### config.mk
export PLATFORM = sky130hd
export DESIGN_NAME = core_request_arbiter_flat
export DESIGN_NICKNAME = d
export VERILOG_FILES = /design/src/rtl/frontend_command_definition_pkg.sv /design/src/rtl/core_request_arbiter_if.sv /design/src/rtl/core_request_arbiter_rr_priority_picker.sv /design/src/rtl/core_request_arbiter.sv /design/src/flat_wrapper.sv
export SDC_FILE = /design/constraint.sdc
export NUM_CORES = 1
export LEC_CHECK = 0
export ABC_AREA = 0
export BUFFER_PORTS_ARGS = -buffer_cell sky130_fd_sc_hd__buf_2
export CAP_MARGIN = 5
export CORE_AREA = 4 4 150 152
export CTS_CLUSTER_SIZE = 8
export DETAILED_ROUTE_END_ITERATION = 6
export DIE_AREA = 0 0 154 156
export PLACE_DENSITY = 0.62
export SLEW_MARGIN = 20
export SYNTH_ARGS = -nofsm -noshare
export SYNTH_HDL_FRONTEND = slang
export SYNTH_HIERARCHICAL = 1
export SYNTH_SLANG_ARGS = --single-unit
### constraint.sdc
create_clock -name i_clk -period 4.69 [get_ports i_clk]
set_input_delay 0.7035 -clock i_clk [delete_from_list [all_inputs] [get_ports i_clk]]
set_output_delay 0.7035 -clock i_clk [all_outputs]
set_load 0.01 [all_outputs]
### src/rtl/frontend_command_definition_pkg.sv
// Shared frontend command definitions for the DRAM global controller request path.
// Word sizes, burst length and the command layout forwarded to the frontend scheduler.
package frontend_command_definition_pkg;

    localparam int unsigned FRONTEND_WORD_SIZE = 32;
    localparam int unsigned BACKEND_WORD_SIZE  = 128;
    // Write beats that make up one backend word.
    localparam int unsigned BURST_BEATS        = BACKEND_WORD_SIZE / FRONTEND_WORD_SIZE;

    // The core_num field is sized for this many cores.
    localparam int unsigned NUM_CORES_DEFAULT  = 4;
    localparam int unsigned CORE_NUM_W         = $clog2(NUM_CORES_DEFAULT);
    localparam int unsigned REQ_ID_W           = 8;
    localparam int unsigned ADDR_W             = 32;

    typedef logic [CORE_NUM_W-1:0] core_num_t;
    typedef logic [REQ_ID_W-1:0]   req_id_t;

    typedef enum logic {
        OpRead  = 1'b0,
        OpWrite = 1'b1
    } op_e;

    typedef struct packed {
        op_e                op;
        core_num_t          core_num;
        req_id_t            request_id;
        logic [ADDR_W-1:0]  address;
    } frontend_command_t;

endpackage

### src/rtl/core_request_arbiter_if.sv
// Core-side and scheduler-side signals of core_request_arbiter.
// o_grant_count exists only when CORE_ARB_GRANT_COUNTER_EN is defined.
interface core_request_arbiter_if #(
    parameter int unsigned NUM_CORES = frontend_command_definition_pkg::NUM_CORES_DEFAULT
);
    import frontend_command_definition_pkg::*;

    logic [NUM_CORES-1:0]                          i_core_request_valid;
    frontend_command_t [NUM_CORES-1:0]             i_core_request;
    logic [NUM_CORES-1:0][FRONTEND_WORD_SIZE-1:0]  i_core_write_data;
    logic [NUM_CORES-1:0]                          i_core_write_data_last;
    logic [NUM_CORES-1:0]                          o_core_ready;
    logic                                          i_scheduler_ready;
    logic                                          o_interconnection_request_valid;
    frontend_command_t                             o_interconnection_request;
    logic [FRONTEND_WORD_SIZE-1:0]                 o_interconnection_write_data;
    logic                                          o_interconnection_write_data_last;
    logic                                          o_protocol_error;
`ifdef CORE_ARB_GRANT_COUNTER_EN
    logic [NUM_CORES-1:0][31:0]                    o_grant_count;

    modport slave (
        input  i_core_request_valid, i_core_request, i_core_write_data, i_core_write_data_last,
        input  i_scheduler_ready,
        output o_core_ready, o_interconnection_request_valid, o_interconnection_request,
        output o_interconnection_write_data, o_interconnection_write_data_last,
        output o_protocol_error, o_grant_count
    );

    modport master (
        output i_core_request_valid, i_core_request, i_core_write_data, i_core_write_data_last,
        output i_scheduler_ready,
        input  o_core_ready, o_interconnection_request_valid, o_interconnection_request,
        input  o_interconnection_write_data, o_interconnection_write_data_last,
        input  o_protocol_error, o_grant_count
    );
`else
    modport slave (
        input  i_core_request_valid, i_core_request, i_core_write_data, i_core_write_data_last,
        input  i_scheduler_ready,
        output o_core_ready, o_interconnection_request_valid, o_interconnection_request,
        output o_interconnection_write_data, o_interconnection_write_data_last,
        output o_protocol_error
    );

    modport master (
        output i_core_request_valid, i_core_request, i_core_write_data, i_core_write_data_last,
        output i_scheduler_ready,
        input  o_core_ready, o_interconnection_request_valid, o_interconnection_request,
        input  o_interconnection_write_data, o_interconnection_write_data_last,
        input  o_protocol_error
    );
`endif

endinterface

### src/rtl/core_request_arbiter_rr_priority_picker.sv
// Round-robin priority picker: first valid requester at or after rr_ptr_i, wrapping.
// Purely combinational; returns a one-hot grant and its index.
module rr_priority_picker #(
    parameter int unsigned NUM_CORES = 4,
    localparam int unsigned IdxW     = $clog2(NUM_CORES)
) (
    input  logic [NUM_CORES-1:0] valid_i,
    input  logic [IdxW-1:0]      rr_ptr_i,
    output logic [NUM_CORES-1:0] grant_o,
    output logic [IdxW-1:0]      grant_idx_o
);

    localparam logic [IdxW:0] NumCores = (IdxW + 1)'(NUM_CORES);

    // Scan NUM_CORES candidates starting at rr_ptr_i; the first valid one wins.
    always_comb begin : pick
        logic            found;
        logic [IdxW:0]   sum;
        logic [IdxW-1:0] cand;
        grant_o     = '0;
        grant_idx_o = '0;
        found       = 1'b0;
        sum         = '0;
        cand        = '0;
        for (int unsigned i = 0; i < NUM_CORES; i++) begin
            sum = {1'b0, rr_ptr_i} + (IdxW + 1)'(i);
            if (sum >= NumCores) begin
                sum = sum - NumCores;
            end
            cand = sum[IdxW-1:0];
            if (!found && valid_i[cand]) begin
                found         = 1'b1;
                grant_o[cand] = 1'b1;
                grant_idx_o   = cand;
            end
        end
    end

endmodule

### src/rtl/core_request_arbiter.sv
// Shares the scheduler request port among NUM_CORES cores: round-robin for reads and
// write beat 0, then burst lock until the last beat of a backend word is accepted.
// A one-entry output register drives the scheduler and stamps the grant index into
// core_num. Optional per-core grant counters under CORE_ARB_GRANT_COUNTER_EN.
module core_request_arbiter
    import frontend_command_definition_pkg::*;
#(
    parameter int unsigned NUM_CORES   = frontend_command_definition_pkg::NUM_CORES_DEFAULT,
    parameter int unsigned BURST_BEATS = frontend_command_definition_pkg::BURST_BEATS
) (
    input  logic                  i_clk,
    input  logic                  i_rst,
    core_request_arbiter_if.slave bus
);

    localparam int unsigned     IdxW     = $clog2(NUM_CORES);
    localparam int unsigned     BeatW    = (BURST_BEATS > 1) ? $clog2(BURST_BEATS) : 1;
    localparam logic [BeatW-1:0] LastBeat = BeatW'(BURST_BEATS - 1);
    localparam logic [IdxW-1:0]  LastIdx  = IdxW'(NUM_CORES - 1);

    typedef enum logic {
        StIdle,
        StWrite
    } arb_state_e;

    arb_state_e                    state_q, state_d;
    logic [IdxW-1:0]               owner_q, owner_d;
    logic [IdxW-1:0]               rr_ptr_q, rr_ptr_d;
    logic [BeatW-1:0]              beat_cnt_q, beat_cnt_d;
    logic                          out_valid_q, out_valid_d;
    frontend_command_t             out_cmd_q, out_cmd_d;
    logic [FRONTEND_WORD_SIZE-1:0] out_data_q, out_data_d;
    logic                          out_last_q, out_last_d;
    logic                          perr_q, perr_d;

    logic [NUM_CORES-1:0]          pick_grant;
    logic [IdxW-1:0]               pick_idx;
    logic [NUM_CORES-1:0]          grant;
    logic [IdxW-1:0]               grant_idx;
    logic [NUM_CORES-1:0]          core_ready;
    logic                          core_xfer;
    frontend_command_t             sel_cmd;
    logic [FRONTEND_WORD_SIZE-1:0] sel_data;
    logic                          sel_last_in;
    logic                          exp_last;

    function automatic logic [IdxW-1:0] next_idx(input logic [IdxW-1:0] idx);
        return (idx == LastIdx) ? '0 : idx + 1'b1;
    endfunction

    rr_priority_picker #(
        .NUM_CORES (NUM_CORES)
    ) u_picker (
        .valid_i     (bus.i_core_request_valid),
        .rr_ptr_i    (rr_ptr_q),
        .grant_o     (pick_grant),
        .grant_idx_o (pick_idx)
    );

    // Grant selection: round-robin when idle, pinned to the owner during a write burst.
    always_comb begin
        grant     = '0;
        grant_idx = '0;
        if (state_q == StWrite) begin
            grant[owner_q] = 1'b1;
            grant_idx      = owner_q;
        end else begin
            grant     = pick_grant;
            grant_idx = pick_idx;
        end
    end

    // Ready only while the output stage is empty or draining this cycle.
    always_comb begin
        core_ready  = (!out_valid_q || bus.i_scheduler_ready) ? grant : '0;
        core_xfer   = |(bus.i_core_request_valid & core_ready);
        sel_cmd     = bus.i_core_request[grant_idx];
        sel_data    = bus.i_core_write_data[grant_idx];
        sel_last_in = bus.i_core_write_data_last[grant_idx];
        // Reads are single-beat; write bursts end on the counter, never on the input flag.
        if (state_q == StIdle) begin
            exp_last = (sel_cmd.op == OpRead) || (LastBeat == '0);
        end else begin
            exp_last = (beat_cnt_q == LastBeat);
        end
    end

    // Next-state for the FSM, round-robin pointer, output register and error flag.
    always_comb begin
        state_d     = state_q;
        owner_d     = owner_q;
        rr_ptr_d    = rr_ptr_q;
        beat_cnt_d  = beat_cnt_q;
        out_valid_d = out_valid_q;
        out_cmd_d   = out_cmd_q;
        out_data_d  = out_data_q;
        out_last_d  = out_last_q;
        perr_d      = perr_q;
        if (core_xfer) begin
            out_valid_d = 1'b1;
            out_data_d  = sel_data;
            out_last_d  = exp_last;
            if (sel_last_in != exp_last) begin
                perr_d = 1'b1;
            end
            if (state_q == StIdle) begin
                out_cmd_d          = sel_cmd;
                out_cmd_d.core_num = core_num_t'(grant_idx);
                if (sel_cmd.op == OpWrite) begin
                    state_d    = StWrite;
                    owner_d    = grant_idx;
                    beat_cnt_d = BeatW'(1);
                end else begin
                    rr_ptr_d = next_idx(grant_idx);
                end
            end else if (beat_cnt_q == LastBeat) begin
                state_d    = StIdle;
                beat_cnt_d = '0;
                rr_ptr_d   = next_idx(owner_q);
            end else begin
                beat_cnt_d = beat_cnt_q + 1'b1;
            end
        end else if (out_valid_q && bus.i_scheduler_ready) begin
            out_valid_d = 1'b0;
        end
    end

    // State registers with synchronous reset.
    always_ff @(posedge i_clk) begin
        if (i_rst) begin
            state_q     <= StIdle;
            owner_q     <= '0;
            rr_ptr_q    <= '0;
            beat_cnt_q  <= '0;
            out_valid_q <= 1'b0;
            out_cmd_q   <= '0;
            out_data_q  <= '0;
            out_last_q  <= 1'b0;
            perr_q      <= 1'b0;
        end else begin
            state_q     <= state_d;
            owner_q     <= owner_d;
            rr_ptr_q    <= rr_ptr_d;
            beat_cnt_q  <= beat_cnt_d;
            out_valid_q <= out_valid_d;
            out_cmd_q   <= out_cmd_d;
            out_data_q  <= out_data_d;
            out_last_q  <= out_last_d;
            perr_q      <= perr_d;
        end
    end

    assign bus.o_core_ready                      = core_ready;
    assign bus.o_interconnection_request_valid   = out_valid_q;
    assign bus.o_interconnection_request         = out_cmd_q;
    assign bus.o_interconnection_write_data      = out_data_q;
    assign bus.o_interconnection_write_data_last = out_last_q;
    assign bus.o_protocol_error                  = perr_q;

`ifdef CORE_ARB_GRANT_COUNTER_EN
    logic [NUM_CORES-1:0][31:0] grant_cnt_q, grant_cnt_d;

    // Count one grant per request, i.e. per beat-0 transfer; wraps naturally.
    always_comb begin
        grant_cnt_d = grant_cnt_q;
        if (core_xfer && (state_q == StIdle)) begin
            grant_cnt_d[grant_idx] = grant_cnt_q[grant_idx] + 32'd1;
        end
    end

    // Grant counter registers.
    always_ff @(posedge i_clk) begin
        if (i_rst) begin
            grant_cnt_q <= '0;
        end else begin
            grant_cnt_q <= grant_cnt_d;
        end
    end

    assign bus.o_grant_count = grant_cnt_q;
`endif

endmodule

### src/flat_wrapper.sv
// flat-port wrapper written by rule: the top's interface ports become plain ports
module core_request_arbiter_flat import frontend_command_definition_pkg::*;
#(
    parameter int unsigned NUM_CORES   = frontend_command_definition_pkg::NUM_CORES_DEFAULT,
    parameter int unsigned BURST_BEATS = frontend_command_definition_pkg::BURST_BEATS
)
  (i_clk, i_rst, bus_i_core_request_valid, bus_i_core_request, bus_i_core_write_data, bus_i_core_write_data_last, bus_i_scheduler_ready, bus_o_core_ready, bus_o_interconnection_request_valid, bus_o_interconnection_request, bus_o_interconnection_write_data, bus_o_interconnection_write_data_last, bus_o_protocol_error);
  core_request_arbiter_if #(.NUM_CORES(NUM_CORES)) bus_i ();
  input  logic i_clk;
  input  logic i_rst;
  input wire logic [$bits(bus_i.i_core_request_valid)-1:0] bus_i_core_request_valid;
  input wire logic [$bits(bus_i.i_core_request)-1:0] bus_i_core_request;
  input wire logic [$bits(bus_i.i_core_write_data)-1:0] bus_i_core_write_data;
  input wire logic [$bits(bus_i.i_core_write_data_last)-1:0] bus_i_core_write_data_last;
  input wire logic [$bits(bus_i.i_scheduler_ready)-1:0] bus_i_scheduler_ready;
  output wire logic [$bits(bus_i.o_core_ready)-1:0] bus_o_core_ready;
  output wire logic [$bits(bus_i.o_interconnection_request_valid)-1:0] bus_o_interconnection_request_valid;
  output wire logic [$bits(bus_i.o_interconnection_request)-1:0] bus_o_interconnection_request;
  output wire logic [$bits(bus_i.o_interconnection_write_data)-1:0] bus_o_interconnection_write_data;
  output wire logic [$bits(bus_i.o_interconnection_write_data_last)-1:0] bus_o_interconnection_write_data_last;
  output wire logic [$bits(bus_i.o_protocol_error)-1:0] bus_o_protocol_error;
  assign bus_i.i_core_request_valid = bus_i_core_request_valid;
  assign bus_i.i_core_request = bus_i_core_request;
  assign bus_i.i_core_write_data = bus_i_core_write_data;
  assign bus_i.i_core_write_data_last = bus_i_core_write_data_last;
  assign bus_i.i_scheduler_ready = bus_i_scheduler_ready;
  assign bus_o_core_ready = bus_i.o_core_ready;
  assign bus_o_interconnection_request_valid = bus_i.o_interconnection_request_valid;
  assign bus_o_interconnection_request = bus_i.o_interconnection_request;
  assign bus_o_interconnection_write_data = bus_i.o_interconnection_write_data;
  assign bus_o_interconnection_write_data_last = bus_i.o_interconnection_write_data_last;
  assign bus_o_protocol_error = bus_i.o_protocol_error;
  core_request_arbiter #(.NUM_CORES(NUM_CORES), .BURST_BEATS(BURST_BEATS)) u_core (.i_clk(i_clk), .i_rst(i_rst), .bus(bus_i));
endmodule
Yosys cells after proc, flatten, opt, wreduce, memory -nomap -nowiden
Index checks and enable logic that the tools add are counted.

Register bits after elaboration: 85. Bits in latches: 0. RAM bits: 0. Bits in read-only memories: 0. Output and inout bits: 82. Logic and storage cells: 127. Memories kept: 0.

Add/sub/neg operators: 10. Multiply operators: 0. Div/mod/pow operators: 0. Order comparisons: 15. Equality and inequality tests: 6. Shift-type cells: 0. Mux-type cells: 56. Bitwise gates (word level): 6. Reduce and logical (&&, ||, !) cells: 22.

Operator list (count): $bmux W43 S2 (1); $bmux W32 S2 (1); $mux W43 (1); $mux W2 (17); $mux W32 (1); $mux W4 (6); $mux W1 (19); $lt A2 B3 Y1 const B (6); $or A4 B4 Y4 (3); $bmux W1 S2 (5); $demux W1 S2 (5); $ge A2 B1 Y1 const B (5); $ge A3 B3 Y1 const B (3); $logic_and A1 B1 Y1 (9); $sub A2 B1 Y2 const B (4); $add A2 B1 Y2 const B (3); $add A2 B2 Y3 const B (2); $eq A2 B2 Y1 const B (3); $reduce_and A2 Y1 (3); $reduce_and A3 Y1 (2); $and A4 B4 Y4 (1); $logic_not A1 Y1 (4); $reduce_bool A2 Y1 (2); $reduce_or A4 Y1 (1); other kinds (7) (8).

Logic depth before layout (Yosys ltp)
Gate-level depths: netlist (run 1).

Depth in word-level cells: 21. Mapped depth: 14. Mapped depth without buffers: 12.

By module
Netlist (run 1), hierarchy kept.

Modules (own cells, without submodules): core_request_arbiter (instances 1, cells an instance 499, area an instance 5082.4 sq um, sequential area each 1701.6 sq um); rr_priority_picker (instances 1, cells an instance 48, area an instance 439.2 sq um, sequential area each 0.0 sq um).

Worst setup path after synthesis (run 1)
Ideal clock, no wire load.

Kind: in2reg. From: input port bus_i_core_request_valid[3]. To: register u_core.perr_q, in the netlist u_core/bus.o_protocol_error. Setup time: 0.062 ns. Data arrival time: 3.147 ns. Setup slack: 1.482 ns. Cell stages on the path: 9. Cell sequence: mux4_2 > buf_2 > o31ai_1 > mux2i_2 > and2_1 > o22ai_4 > o21ai_1 > or4_1 > nand3_1.

Word-level cells in the longest chain between the ends: 19.

Ends and longest elaborated chain: from (decl) (line flat_wrapper.sv:11) `input wire logic [$bits(bus_i.i_core_request_valid)-1:0] bus_i_core_request_valid;`; $bmux W1 S2 (line core_request_arbiter_rr_priority_picker.sv:31) `if (!found && valid_i[cand]) begin`; $mux W1 (not written as such) (line core_request_arbiter_rr_priority_picker.sv:31); $mux W1 (line core_request_arbiter_rr_priority_picker.sv:31); $logic_not A1 Y1 (line core_request_arbiter_rr_priority_picker.sv:31); $logic_and A1 B1 Y1 (line core_request_arbiter_rr_priority_picker.sv:31); $mux W1 (line core_request_arbiter_rr_priority_picker.sv:31); $logic_not A1 Y1 (line core_request_arbiter_rr_priority_picker.sv:31); $logic_and A1 B1 Y1 (line core_request_arbiter_rr_priority_picker.sv:31); [... 4 more ...]; net u_core.pick_idx[0] (line core_request_arbiter.sv:37) `logic [IdxW-1:0] pick_idx;`; $mux W2 * (line core_request_arbiter.sv:64) `if (state_q == StWrite) begin`; $bmux W43 S2 (line core_request_arbiter.sv:77) `sel_cmd = bus.i_core_request[grant_idx];`; $mux W43 (not written as such) (line core_request_arbiter.sv:77); $not A1 Y1 (line core_request_arbiter.sv:82) `exp_last = (sel_cmd.op == OpRead) || (LastBeat == '0);`; $mux W1 (line core_request_arbiter.sv:81) `if (state_q == StIdle) begin`; $ne A1 B1 Y1 * (line core_request_arbiter.sv:103) `if (sel_last_in != exp_last) begin`; $reduce_and A2 Y1 (no source line) *; to (signal assigned) (line core_request_arbiter.sv:149) `perr_q <= perr_d;`; to (decl) (line core_request_arbiter.sv:34) `logic perr_q, perr_d;`.

The timed path passes the listed nets; every way through them passes the cells marked *. The select of a mux whose other input is x is not followed. A chain may end at the register's enable or synchronous reset.

Worst setup path after layout (run 1)
From: register u_core.rr_ptr_q[0]. To: register u_core.out_cmd_q (netlist bit u_core/bus.o_interconnection_request[39]).

RTL lines: from (decl) (line core_request_arbiter.sv:28) `logic [IdxW-1:0] rr_ptr_q, rr_ptr_d;`; from (signal assigned) (line core_request_arbiter.sv:143) `rr_ptr_q <= rr_ptr_d;`; parallel branches: the longest is 13 deep, another holds $add A2 B1 Y3; $mux W2 * (line core_request_arbiter_rr_priority_picker.sv:31); net u_core.pick_idx[0] (line core_request_arbiter.sv:37); $mux W2 * (line core_request_arbiter.sv:64); $bmux W43 S2 * (line core_request_arbiter.sv:77); $mux W43 (not written as such) * (line core_request_arbiter.sv:77); to (signal assigned) (line core_request_arbiter.sv:146) `out_cmd_q <= out_cmd_d;`; to (decl) (line core_request_arbiter.sv:31) `frontend_command_t out_cmd_q, out_cmd_d;`.

Mark *: on every way through the listed nets, which the timed path passes. The select of a mux whose other input is x is not followed.

==> impl_metrics.json, run 1 <==
{
  "htreeDepth": 3,
  "maxSlewHeadroom": 0.378,
  "synth_nets": 868,
  "synth-seq-area-share": 0.308,
  "via_per_inst": 4.79,
  "drtPass1Iterations": 5,
  "slew_viol_final": 0,
  "numPortBuffers": 384,
  "antenna_found_initial": 2,
  "dieWidth_um": 154,
  "synthTopCellsByArea": "mux4_2 31%, dfxtp_1 31%, nand2_1 11%",
  "swShare": 0.406,
  "yosysWarnings": 6,
  "final_hold_viol_count": 0,
  "routed_wl_um": 20200,
  "ant_nets": 0,
  "start_util": 0.263,
  "status": "finished, final reports clean",
  "core_area_um2": 21000,
  "drt_iter0_markers": 320,
  "drc": 0,
  "synth_area_um2": 5520,
  "cts.path.max_buffers": 2,
  "drv_cap": 0,
  "crit_fanout": 38,
  "p_comb_frac": 0.603,
  "setup_violations": 0,
  "finalCriticalPeriod_ns": 3.68,
  "power.share.clock": 0.168,
  "grt-ovfl-total": 0,
  "syn_to_final_growth_pct": 43.7,
  "grt_pass1_vias": 5812,
  "path_clk_slew_ns": 0.06,
  "max_clock_freq_ghz": 0.272,
  "p_switching_mw": 1.79,
  "postCtsHoldBufs": 0,
  "power_frac_seq": 0.229,
  "cp.required_ns": 4.86,
  "place_congestion": 0.844,
  "crit_path_end_kind": "flip-flop",
  "layout-drive-gt1-share": 0.548,
  "dieArea_um2": 24000,
  "criticalPathCategory": "reg -> reg",
  "grt_pass1_wl_um": 30500,
  "design_area_um2": 7930,
  "ys_types": 43,
  "synth_top_cell_by_area": "mux4_2",
  "rsz0062_at_grt": "false",
  "grt_usage": 0.159,
  "synth_seq_cells": 85,
  "insertion_delay_ns": 0.33,
  "synth_top_area_share": 0.310,
  "num_vias": 5684,
  "ir_worst_vdd_mv": 0.186,
  "dp_hpwl_um": 16100,
  "final.period_utilization": 0.784,
  "cts_resized": 0,
  "die_height_um": 156,
  "power.internal_mw": 2.62,
  "dpl_cell_area_um2": 7630,
  "synth_cells": 547,
  "avgSynthCellArea_um2": 10.1,
  "row_count": 53,
  "clock-sinks": 85,
  "pin_count": 393,
  "worstMarginPinSlew_ns": 0.934,
  "p_leak_nw": 3.68,
  "hold_class": "reg -> reg",
  "fin_nets": 1229,
  "cts_tree": "built",
  "finalSetupTns_ns": 0,
  "wire_per_inst_um": 17.0,
  "insertedDiodeCount": 0,
  "grt_max_degree": 88,
  "cp-start-kind": "flip-flop",
  "pwr_density_cell_nw_per_um2": 557,
  "clock_skew_ns": 0.00579,
  "post_cts_buffers": 0,
  "cts-buffers-inserted": 9,
  "arrival_ns": 3.85,
  "cts-root-buf": "clkbuf_16"
}
==> synthesized netlist by cell type (all sizes together) <==
cell     number
nand2       156
dfxtp        85
a21oi        82
mux4         77
buf          33
nor2         17
clkbuf       14
ha           10
mux2i         8
nor2b         7
a211oi        6
inv           6
a221oi        5
nand2b        5
nand3b        5
o2bb2ai       5
nand3         4
o21ai         4
and2          3
o211ai        3
nor3          2
o22ai         2
a32oi         1
a41o          1
and4          1
mux2          1
nand4         1
o31ai         1
or4           1
xnor2         1
==> state kept, by name, summed over array words and instances, names as in the netlist <==
name and flops:
u_core/bus.o_protocol_error 1, u_core/rr_ptr_q 2, u_core/bus.o_interconnection_write_data_last 1, u_core/owner_q 2
u_core/bus.o_interconnection_request 43, u_core/bus.o_interconnection_request_valid 1, u_core/state_q 1, u_core/beat_cnt_q 2
u_core/bus.o_interconnection_write_data 32
==> metrics by stage <==
step | total power [mW] | hold WS, ns | setup slack (ns) | instances | utilization
2_1_floorplan | 3.06 | 0.449 | 1.48 | 547 | -
3_3_place_gp | 3.69 | 0.435 | 0.781 | 1172 | 0.363
3_5_place_dp | 3.74 | 0.441 | 0.705 | 1172 | 0.363
4_1_cts | 4.51 | 0.448 | 0.956 | 1186 | 0.377
5_1_grt | 4.77 | 0.469 | 0.766 | 1186 | 0.377
6_report | 4.42 | 0.445 | 1.01 | 1186 | 0.377
==> metal layers <==
| layer | vias to the layer above | share of wire | track usage |
|---|---|---|---|
| li1 | 2721 | - | - |
| met1 | 2748 | 0.40 | 0.196 |
| met2 | 191 | 0.52 | 0.276 |
| met3 | 22 | 0.066 | 0.0402 |
| met4 | 2 | 0.016 | 0.0454 |
| met5 | - | 0.00064 | 0 |
==> area by class of cell <==
| class | count | area [um^2] |
|---|---|---|
| sequential | 85 | 1700 |
| clock buffer | 10 | 229 |
| fill | 2184 | 13100 |
| timing repair buffer | 397 | 2030 |
| inverter | 6 | 22.5 |
| multi-input combinational | 409 | 3530 |
| tap | 275 | 344 |
| clock inverter | 4 | 75.1 |
==> power by group through the flow <==
stage / clock network, mW / logic (mW) / registers, mW
2_1_floorplan: 0 / 1.95 / 1.11
5_1_grt: 0.806 / 2.92 / 1.04
3_5_place_dp: 0 / 2.71 / 1.03
3_3_place_gp: 0 / 2.67 / 1.02
6_report: 0.741 / 2.66 / 1.01
4_1_cts: 0.779 / 2.72 / 1.01
==> placed cells by master (no fill, tap or decap), types with 5 or more instances in the layout <==
master and count:
buf_2 383, nand2_1 156, dfxtp_1 85, a21oi_1 81, mux4_2 76, nor2_1 15
buf_4 13, ha_1 10, clkbuf_16 9, mux2i_1 7, nor2b_1 6, inv_1 6
a211oi_1 6, o2bb2ai_1 5
==> logic make-up (layout without fill, tap and decap cells) <==
family | after synthesis | in the layout | synth area share
compound gates | 110 | 110 | 0.118
flops | 85 | 85 | 0.308
simple gates | 202 | 202 | 0.160
mux | 86 | 86 | 0.332
buf+inv | 53 | 417 | 0.0580
fa+ha+maj | 10 | 10 | 0.0227
xor+xnor | 1 | 1 | 0.00159
==> path summary, 6_finish.rpt <==
check	from	endpoint	slack, ns	depth (start not counted)
setup / recovery	u_core/rr_ptr_q[0]	u_core/bus.o_interconnection_request[39]	1.01	11
hold / removal	u_core/bus.o_interconnection_write_data[16]	u_core/bus.o_interconnection_write_data[16]	0.45	2
setup reg to reg	u_core/rr_ptr_q[0]	u_core/bus.o_interconnection_request[39]	1.01	11
hold reg to reg	u_core/bus.o_interconnection_write_data[16]	u_core/bus.o_interconnection_write_data[16]	0.45	2
==> worst max-delay path, cell delays in order (launching register included) <==
cell and delay, ns:
dfxtp_1 0.32, inv_1 0.08, ha_1 0.40, mux4_2 0.42
nor2b_4 0.10, o21ai_1 0.12, o31ai_1 0.16, mux2i_4 0.42
buf_4 0.66, mux4_2 0.63, nand2_1 0.09, a21oi_1 0.06
No activity file was read; power rests on OpenSTA's default activity.
==> inputs of run 2 (changes only) <==
CORE_AREA = 4 4 151 153   (was 4 4 150 152)
DIE_AREA = 0 0 155 157   (was 0 0 154 156)
clock period = 3.8 ns   (was 4.69 ns; I/O delays follow)
==> run 2 against run 1 <==
Largest power group unchanged. Setup slack lost 0.72 ns. Total power rose by 27%. Highest routed layer unchanged. Combinational power increased by 29%. Largest cell class unchanged. Critical path depth up 1. Sequential cell count stayed put. Fmax grew 4.7%. Cell count increased by 1.2%.
==> impl_metrics.json, run 2 (same netlist as run 1, synthesis figures left out) <==
{
  "status": "finished, final reports clean",
  "ir_worst_vdd_mv": 0.259,
  "pre_cts_ws_ns": 0.305,
  "via_per_inst": 4.80,
  "criticalPathCategory": "reg -> reg",
  "pin_count": 393,
  "num_vias": 5763,
  "drt_iter0_markers": 268,
  "cts-root-buf": "clkbuf_16",
  "rsz0062_at_grt": "false",
  "max_clock_freq_ghz": 0.285,
  "clock-sinks": 85,
  "antenna_found_initial": 2,
  "critPathTopFamily": "compound AO/OA/AOI/OAI gates",
  "grt-ovfl-total": 0,
  "largest_register_ffs": 43,
  "cts.path.max_buffers": 2,
  "seq_area_um2": 1700,
  "cts-buffers-inserted": 9,
  "grt_pass1_wl_um": 30000,
  "mostFrequentLayoutCell": "buf_2",
  "routed_wl_um": 19900,
  "grt_max_degree": 88,
  "maxSlewHeadroom": 0.376,
  "final.period_utilization": 0.924,
  "numPortBuffers": 384,
  "dp_hpwl_um": 15700,
  "cts_tree": "built",
  "worstMarginPinSlew_ns": 0.936,
  "postCtsHoldBufs": 0,
  "start_util": 0.256,
  "total_power_mw": 5.60,
  "multiInputGateArea_um2": 3530,
  "drtPass1Iterations": 4,
  "p_leak_nw": 3.75,
  "final_hold_viol_count": 0,
  "cp_common_cell": "buf_4",
  "dieWidth_um": 155,
  "arrival_ns": 3.77,
  "setup_violations": 0,
  "row_count": 54,
  "critPathMaxStageDelay_ns": 0.51,
  "cpMaxStageDelayCell": "dfxtp_1",
  "ant_nets": 0,
  "wl_met2_um": 10500,
  "highest_layer": "met5",
  "crit_fanout": 38,
  "htreeDepth": 3,
  "syn_to_final_growth_pct": 45.9,
  "drt-met1-wl_um": 7820,
  "cp_cell_sequence": "inv_1, ha_1, mux4_2, buf_4, a221oi_1, o2bb2ai_1, mux2i_1, nand3b_1, a41o_2, buf_4, nand2_1, a21oi_1",
  "layout_common_cells": "383 x buf_2, 156 x nand2_1, 85 x dfxtp_1",
  "fin_ws_ns": 0.290,
  "place_congestion": 0.883,
  "dieArea_um2": 24300,
  "post_cts_buffers": 0,
  "wire_per_inst_um": 16.6,
  "insertion_delay_ns": 0.34,
  "clock_skew_ns": 0.0109,
  "pwr_density_cell_nw_per_um2": 696,
  "finalCriticalPeriod_ns": 3.51,
  "worst-path-buf-inv": 3,
  "crit_path_end_kind": "flip-flop",
  "cts_resized": 0,
  "drc": 0,
  "grt_pass1_vias": 5742,
  "slew_viol_final": 0,
  "hold_class": "reg -> reg",
  "fill_cells": 2220,
  "cp.required_ns": 4.06,
  "route.met3.wl_um": 1280,
  "cp-start-kind": "flip-flop",
  "core_area_um2": 21600,
  "grt_usage": 0.154,
  "finalSetupTns_ns": 0,
  "layout-drive-gt1-share": 0.553,
  "drv_cap": 0,
  "path_clk_slew_ns": 0.06,
  "die_height_um": 157,
  "fin_nets": 1235
}
[run 2: path summary, 6_finish.rpt]
check / from / to / cells past startpoint / slack (ns)
setup / recovery: u_core/rr_ptr_q[0] / u_core/bus.o_interconnection_request[4] / 12 / 0.29
hold / removal: u_core/bus.o_interconnection_write_data[18] / u_core/bus.o_interconnection_write_data[18] / 2 / 0.45
hold reg to reg: u_core/bus.o_interconnection_write_data[18] / u_core/bus.o_interconnection_write_data[18] / 2 / 0.45
setup reg to reg: u_core/rr_ptr_q[0] / u_core/bus.o_interconnection_request[4] / 12 / 0.29
[run 2: where the power goes]
group | leakage (nW) | internal, mW | switching [mW] | total (mW)
Clock | 0.149 | 0.550 | 0.373 | 0.922
Combinational | 2.90 | 1.65 | 1.77 | 3.42
Sequential | 0.699 | 1.13 | 0.126 | 1.26
Total | 3.75 | 3.34 | 2.27 | 5.60
[run 2: worst reg2reg max path, cell delays in order (launching register included)]
cell	delay, ns
dfxtp_1	0.51
inv_1	0.15
ha_1	0.35
mux4_2	0.38
buf_4	0.19
a221oi_1	0.32
o2bb2ai_1	0.13
mux2i_1	0.23
nand3b_1	0.21
a41o_2	0.29
buf_4	0.39
nand2_1	0.14
a21oi_1	0.15
[run 2: per-stage QoR]
stage / hold WS [ns] / instances / area [um^2] / util
2_1_floorplan: 0.449 / 547 / 5520 / -
3_3_place_gp: 0.435 / 1183 / 7740 / 0.359
3_5_place_dp: 0.442 / 1183 / 7740 / 0.359
4_1_cts: 0.450 / 1199 / 8050 / 0.374
5_1_grt: 0.464 / 1200 / 8060 / 0.374
6_report: 0.448 / 1200 / 8060 / 0.374
[run 2: cell type report]
cell class                      instances  share of cell area
Multi-Input combinational cell        409               0.438
Inverter                                6             0.00280
Clock inverter                          4             0.00683
Sequential cell                        85               0.211
Timing Repair Buffer                  403               0.266
Antenna cell                            1            0.000311
Clock buffer                           12              0.0318
Tap cell                              280              0.0435
[run 2: metal layers]
layer	global-route usage	up-vias
met5	0	-
met4	0.0496	2
met3	0.0300	16
met2	0.267	211
met1	0.193	2790
li1	-	2744
